<file path="src/rtl/seq_detect_param_if.sv">
// Serial detector bus: bit/strobe/release inputs and registered status outputs.
interface seq_detect_param_if #(
   parameter int unsigned PAT_LEN = 3,
   parameter int unsigned CNT_W   = 8
);
   localparam int unsigned FILL_W = $clog2(PAT_LEN + 1);

   logic              in;
   logic              next;
   logic              clear_lock;
   logic [1:0]        state_display;
   logic [FILL_W-1:0] fill;
   logic              out;
   logic [CNT_W-1:0]  match_cnt;
   logic              locked;

   modport master (
      output in, next, clear_lock,
      input  state_display, fill, out, match_cnt, locked
   );

   modport slave (
      input  in, next, clear_lock,
      output state_display, fill, out, match_cnt, locked
   );
endinterface

</file>
<file path="src/rtl/seq_detect_param.sv">
// Parametrised serial sequence detector with match/lock patterns, overlap
// mode, sticky lock with explicit release, and a saturating match counter.
module seq_detect_param #(
   parameter int unsigned PAT_LEN   = 3,
   parameter logic [7:0]  MATCH_PAT = 8'b010,
   parameter logic [7:0]  LOCK_PAT  = 8'b111,
   parameter bit          OVERLAP   = 1'b1,
   parameter int unsigned CNT_W     = 8
) (
   input  logic                clk,
   input  logic                reset_n,
   seq_detect_param_if.slave   bus
);
   localparam int unsigned FW = $clog2(PAT_LEN + 1);

   typedef enum logic [1:0] {
      IDLE   = 2'd0,
      FILL   = 2'd1,
      RUN    = 2'd2,
      LOCKED = 2'd3
   } state_t;

   state_t               state_q, state_nxt;
   logic [PAT_LEN-1:0]   window_q, window_nxt;
   logic [FW-1:0]        fill_q, fill_nxt;
   logic                 out_q, out_nxt;
   logic                 locked_q, locked_nxt;
   logic [CNT_W-1:0]     cnt_q, cnt_nxt;

   logic                 accept_c;
   logic                 restart_c;
   logic [PAT_LEN-1:0]   shifted_c;
   logic [FW-1:0]        fill_inc_c;
   logic                 full_c;
   logic                 lock_hit_c;
   logic                 match_hit_c;

   // Shared evaluation terms on the post-shift window; clear_lock discards the bit.
   assign accept_c    = bus.next && (state_q != LOCKED) && !bus.clear_lock;
   assign restart_c   = !OVERLAP && out_q;
   assign shifted_c   = {window_q[PAT_LEN-2:0], bus.in};
   assign fill_inc_c  = (fill_q == FW'(PAT_LEN)) ? fill_q : fill_q + FW'(1);
   assign full_c      = (fill_inc_c == FW'(PAT_LEN));
   assign lock_hit_c  = full_c && (shifted_c == LOCK_PAT[PAT_LEN-1:0]);
   assign match_hit_c = full_c && !lock_hit_c && (shifted_c == MATCH_PAT[PAT_LEN-1:0]);

   // State and datapath registers with synchronous active-low reset.
   always_ff @(posedge clk) begin
      if (!reset_n) begin
         state_q  <= IDLE;
         window_q <= '0;
         fill_q   <= '0;
         out_q    <= 1'b0;
         locked_q <= 1'b0;
         cnt_q    <= '0;
      end else begin
         state_q  <= state_nxt;
         window_q <= window_nxt;
         fill_q   <= fill_nxt;
         out_q    <= out_nxt;
         locked_q <= locked_nxt;
         cnt_q    <= cnt_nxt;
      end
   end

   // Next state, window and fill.
   always_comb begin
      state_nxt  = state_q;
      window_nxt = window_q;
      fill_nxt   = fill_q;
      if (bus.clear_lock) begin
         state_nxt  = IDLE;
         window_nxt = '0;
         fill_nxt   = '0;
      end else if (accept_c) begin
         if (restart_c) begin
            // Non-overlap: first bit after a match opens a fresh window.
            state_nxt  = FILL;
            window_nxt = {{(PAT_LEN-1){1'b0}}, bus.in};
            fill_nxt   = FW'(1);
         end else begin
            window_nxt = shifted_c;
            fill_nxt   = fill_inc_c;
            if (lock_hit_c)  state_nxt = LOCKED;
            else if (full_c) state_nxt = RUN;
            else             state_nxt = FILL;
         end
      end
   end

   // Next values of the match level, lock flag and saturating counter.
   always_comb begin
      out_nxt    = out_q;
      locked_nxt = locked_q;
      cnt_nxt    = cnt_q;
      if (bus.clear_lock) begin
         out_nxt    = 1'b0;
         locked_nxt = 1'b0;
      end else if (accept_c) begin
         out_nxt    = !restart_c && match_hit_c;
         locked_nxt = !restart_c && lock_hit_c;
         if (!restart_c && match_hit_c && (cnt_q != '1))
            cnt_nxt = cnt_q + CNT_W'(1);
      end
   end

   assign bus.state_display = state_q;
   assign bus.fill          = fill_q;
   assign bus.out           = out_q;
   assign bus.locked        = locked_q;
   assign bus.match_cnt     = cnt_q;
endmodule

</file>
<file path="src/flat_wrapper.sv">
// flat-port wrapper written by rule: the top's interface ports become plain ports
module seq_detect_param_flat 
#(
   parameter int unsigned PAT_LEN   = 3,
   parameter logic [7:0]  MATCH_PAT = 8'b010,
   parameter logic [7:0]  LOCK_PAT  = 8'b111,
   parameter bit          OVERLAP   = 1'b1,
   parameter int unsigned CNT_W     = 8
)
  (clk, reset_n, bus_in, bus_next, bus_clear_lock, bus_state_display, bus_fill, bus_out, bus_match_cnt, bus_locked);
  seq_detect_param_if #(.PAT_LEN(PAT_LEN), .CNT_W(CNT_W)) bus_i ();
  input  logic clk;
  input  logic reset_n;
  input wire logic [$bits(bus_i.in)-1:0] bus_in;
  input wire logic [$bits(bus_i.next)-1:0] bus_next;
  input wire logic [$bits(bus_i.clear_lock)-1:0] bus_clear_lock;
  output wire logic [$bits(bus_i.state_display)-1:0] bus_state_display;
  output wire logic [$bits(bus_i.fill)-1:0] bus_fill;
  output wire logic [$bits(bus_i.out)-1:0] bus_out;
  output wire logic [$bits(bus_i.match_cnt)-1:0] bus_match_cnt;
  output wire logic [$bits(bus_i.locked)-1:0] bus_locked;
  assign bus_i.in = bus_in;
  assign bus_i.next = bus_next;
  assign bus_i.clear_lock = bus_clear_lock;
  assign bus_state_display = bus_i.state_display;
  assign bus_fill = bus_i.fill;
  assign bus_out = bus_i.out;
  assign bus_match_cnt = bus_i.match_cnt;
  assign bus_locked = bus_i.locked;
  seq_detect_param #(.PAT_LEN(PAT_LEN), .MATCH_PAT(MATCH_PAT), .LOCK_PAT(LOCK_PAT), .OVERLAP(OVERLAP), .CNT_W(CNT_W)) u_core (.clk(clk), .reset_n(reset_n), .bus(bus_i));
endmodule
</file>
<file path="config.mk">
export PLATFORM = sky130hd
export DESIGN_NAME = seq_detect_param_flat
export DESIGN_NICKNAME = d
export VERILOG_FILES = /design/src/rtl/seq_detect_param_if.sv /design/src/rtl/seq_detect_param.sv /design/src/flat_wrapper.sv
export SDC_FILE = /design/constraint.sdc
export NUM_CORES = 1
export LEC_CHECK = 0
export CAP_MARGIN = 20
export CORE_UTILIZATION = 45
export DETAILED_ROUTE_END_ITERATION = 10
export DONT_BUFFER_PORTS = 1
export PLACE_DENSITY_LB_ADDON = 0.25
export SETUP_SLACK_MARGIN = 0.1
export SYNTH_ARGS = -nofsm -noshare
export SYNTH_HDL_FRONTEND = slang
export SYNTH_SLANG_ARGS = --single-unit
</file>
<file path="constraint.sdc">
create_clock -name clk -period 3.8 [get_ports clk]
set_input_delay 0.38 -clock clk [delete_from_list [all_inputs] [get_ports clk]]
set_output_delay 0.38 -clock clk [all_outputs]
set_load 0.1 [all_outputs]
</file>
Word-level counts from Yosys, hierarchy flattened:

Cells that the tools add are included.

* bits of input ports: 5
* flip-flop bits (word level): 16
* RAM bits: 0
* memories: 0
* output and inout port bits: 14
* ROM bits: 0
* word-level logic and storage cells: 29
* bits in latches: 0

* $mul: 0
* $add $sub $neg: 2
* bitwise gates (word level): 2
* reductions and logical operators: 10
* equality and inequality tests: 6
* order comparisons: 0
* divide/modulo/power cells: 0
* muxes and demuxes: 3
* shift-type cells: 0

Operators by type and width (number)
* $add A8 B1 Y8 const B: 1
* $ne A8 B8 Y1 const B: 1
* $logic_and A1 B1 Y1: 6
* $mux W2: 3
* $eq A2 B2 Y1 const B: 2
* $eq A3 B2 Y1 const B: 1
* $eq A3 B3 Y1 const B: 1
* $reduce_and A3 Y1: 1
* $add A2 B1 Y2 const B: 1
* $logic_not A1 Y1: 2
* $ne A2 B2 Y1 const B: 1
* $not A1 Y1: 2
* $reduce_or A2 Y1: 1

Longest topological paths before layout:

* depth in word-level cells: 9
* depth in mapped cells: 5
* mapped depth without buffers: 5

Worst setup path before layout:

OpenSTA, ideal clock, no wires.

* path kind: flip-flop to flip-flop
* from: register u_core.cnt_q[0] (netlist: u_core.bus.match_cnt[0])
* to: register u_core.cnt_q[7] (netlist: u_core.bus.match_cnt[7])
* path slack: 1.496 ns
* buffers on the path: 0
* required time: 3.697 ns
* cell stages (with the launch flop): 6
* data arrival time: 2.201 ns
* clock period less this slack: 2.304 ns
* library setup time: 0.103 ns
* path through: dfxtp_1 ha_1 nand2_1 nor3_1 o311ai_0 o41ai_1

* cells in the longest elaborated chain, start to end: 3
* elaborated cells on any way between the ends: 4
* classes of those cells: add/sub (1); eq/ne (1); reduce/logical (2)

Ends and longest elaborated chain
* from (decl): line seq_detect_param.sv:28 `logic [CNT_W-1:0] cnt_q, cnt_nxt;`
* from (signal assigned): line seq_detect_param.sv:62 `cnt_q <= cnt_nxt;`
* parallel branches: the longest is 3 deep, another holds $add A8 B1 Y8

Several ways; the timed one is not identified.
A chain may end at the register's enable or synchronous reset.

Worst setup path after layout:

Ends and elaborated chain as after synthesis.

==> results.json <==
{
  "outcome": "completed",
  "fmax_ghz": 0.3956,
  "via_count": 606,
  "yosys.area.top_type": "dfxtp_1",
  "utilization_pct": 54.40,
  "cp.arrival_ns": 2.71,
  "ctsHoldBuffers": 0,
  "port_buffers": 0,
  "slowest_stage": "dfxtp_1",
  "gr-total-overflow": 0,
  "rows": 14,
  "cp_slowest_stage_delay_ns": 1.02,
  "rsz0062_at_grt": "false",
  "layout_min_cycle_time_ns": 2.528,
  "slew_headroom_pct": 27.59,
  "fin_nets": 94,
  "ios": 19,
  "wl_per_cell_um": 14.19,
  "place_congestion": 0.7553,
  "hold_viol_final": 0,
  "maxSlewViolCount": 0,
  "clockBufferDepth": 2,
  "cp-start-kind": "flip-flop",
  "synthTopCellsByArea": "dfxtp_1 45%, mux2i_1 5.6%, nor2_1 4.2%, o311ai_0 3.7%, o41ai_1 3.7%",
  "fill_cells": 143,
  "path_depth": 5,
  "r2r-start": "u_core.bus.match_cnt[0]",
  "fin_crit_sh_pct": 66.52,
  "antenna_found_initial": 0,
  "crit_fanout": 10,
  "cts_setup_buffers": 0,
  "power_w": 0.0002737,
  "fin_setup_tns_ns": 0,
  "dp_hpwl_um": 1034,
  "setup_viol": 0,
  "grt_pass1_vias": 559,
  "cts.sinks": 16,
  "synth_warnings": 0,
  "avgSynthCellArea_um2": 9.450,
  "hp-class": "in2reg",
  "cap_violations": 0,
  "final_antenna_net_count": 0,
  "holdPathStages": 2,
  "cp_num_buf_inv": 0,
  "placement.cell_area_um2": 797.0,
  "dieArea_um2": 1760,
  "grt_util_all_layers_pct": 18.82,
  "cts_root_buffer": "clkbuf_4",
  "design_area_um2": 819.5,
  "synth_fp_nets": 82,
  "cts_resized": 0,
  "crit_chain": "ha_1 -> nand2_1 -> nor3_1 -> o311ai_0 -> o41ai_1",
  "total_leakage_power_nw": 0.2859,
  "cts_tree": "yes",
  "vias_per_cell": 5.941,
  "ys_seq_area_share_pct": 44.60,
  "finalClockSkew_ns": 0.002397,
  "cts_buffers": 3,
  "drtIter0Drc": 13,
  "start_util_pct": 47.67,
  "drc": 0,
  "min_from": "bus_in",
  "drt-total-wl_um": 1447,
  "firstDrtPassIters": 4,
  "ys_types": 30,
  "drive_gt1_share_pct": 20.93,
  "synthToLayoutAreaGrowth_pct": 14.11,
  "synth_cells": 76,
  "ys_ff_latch": 16,
  "grt_pass1_wl_um": 2470,
  "crit_family": "flip-flops",
  "synth_area_um2": 718.2,
  "worstSkewPairLatency_ns": 0.28,
  "crit_path_end_kind": "flip-flop",
  "core_um2": 1506,
  "die-width_um": 41.95,
  "ir_drop_mv": 0.1863,
  "antenna_cells": 0,
  "startpoint": "u_core.bus.match_cnt[0]",
  "clk_pin_slew_ns": 0.09,
  "worstRegToRegCells": 5,
  "crit_required_ns": 3.98,
  "p_per_area_nw_per_um2": 334.0,
  "fp.dieH_um": 41.95,
  "worst_slew_pin_slew_ns": 1.085,
  "critPathKind": "reg2reg",
  "htreeDepth": 1,
  "yosysTopAreaCellShare_pct": 44.60,
  "grt_max_degree": 11
}
cell families after synthesis:
group | synth area share [%]
AND/OR/NAND/NOR | 25.96
AO/OA/AOI/OAI | 19.34
flip-flops | 44.60
buffers and inverters | 2.786
multiplexers | 5.575
adder cells (fa/ha/maj) | 1.742
area by class of cell:
cell class / count / area (µm²) / area share (%)
clock buffer: 3 / 22.52 / 2.748
sequential: 16 / 320.3 / 39.08
multi-input combinational: 55 / 377.9 / 46.11
tap: 16 / 20.02 / 2.443
inverter: 3 / 11.26 / 1.374
timing repair buffer: 9 / 67.56 / 8.244
final timing paths:
path,endpoint,slack [ns]
worst min-delay path,u_core.window_q[0],0.26
worst max register to register,u_core.bus.match_cnt[7],1.27
worst min register to register,u_core.window_q[1],0.54
worst max-delay path,u_core.bus.match_cnt[7],1.27
flip-flops by register name (all words and copies together) (netlist names):
name,flops
u_core.bus.locked,1
u_core.bus.state_display,2
u_core.bus.out,1
u_core.bus.match_cnt,8
u_core.window_q,2
u_core.bus.fill,2
routing by layer:
metal / share of wire (%) / wire length (µm) / track usage (%) / vias up
met1: 48 / 699 / 21.64 / 276
li1: - / - / - / 312
met2: 45 / 648 / 30.31 / 16
met5: 0 / 0 / 0 / -
met3: 5.9 / 86 / 8.261 / 2
met4: 0.90 / 13 / 7.742 / 0
through the flow:
| step | instances | hold slack [ns] | setup WS (ns) |
|---|---|---|---|
| finish | 102 | 0.2556 | 1.272 |
| detailed placement | 99 | 0.5192 | 1.304 |
| global route | 102 | 0.2350 | 1.048 |
| floorplan | 76 | 0.4746 | 1.496 |
| CTS | 102 | 0.2414 | 1.280 |
| global placement | 99 | 0.4961 | 1.350 |
cell usage after synthesis (all sizes together):
library cell,count
nand3,4
nand4,2
o21ai,2
a31oi,2
or4,1
ha,1
and2,1
a21oi,5
nand2,4
nor2,8
dfxtp,16
o41ai,3
nand2b,2
o211ai,1
and2b,1
o311ai,3
and4bb,2
and3,1
nor3,2
inv,3
a311oi,1
o31ai,2
o21bai,1
or3b,1
clkbuf,1
buf,1
or3,1
mux2i,4
worst register-to-register path: cells and delay by family (launching register included):
family / cells / cell delay [ns]
AOI/OAI and AO/OA: 2 / 0.33
adders and majority gates: 1 / 0.33
DFF: 1 / 1.02
and+or+nand+nor: 2 / 0.76
where the power goes:
| part | switching (W) | leakage (nW) | internal [W] |
|---|---|---|---|
| Sequential | 0.00000364 | 0.129 | 0.000169 |
| Clock | 0.0000501 | 0.0138 | 0.0000367 |
| Combinational | 0.0000103 | 0.143 | 0.00000424 |
cell usage in the layout, fill, tap and decap left out, types with 3 or more instances in the layout:
cell	instances
dfxtp_1	16
buf_4	9
nor2_1	8
a21oi_1	5
nand2_1	4
mux2i_1	4
inv_1	3
nand3_1	3
o311ai_0	3
o41ai_1	3
clkbuf_4	3
Power figures use the tool's default switching activity.
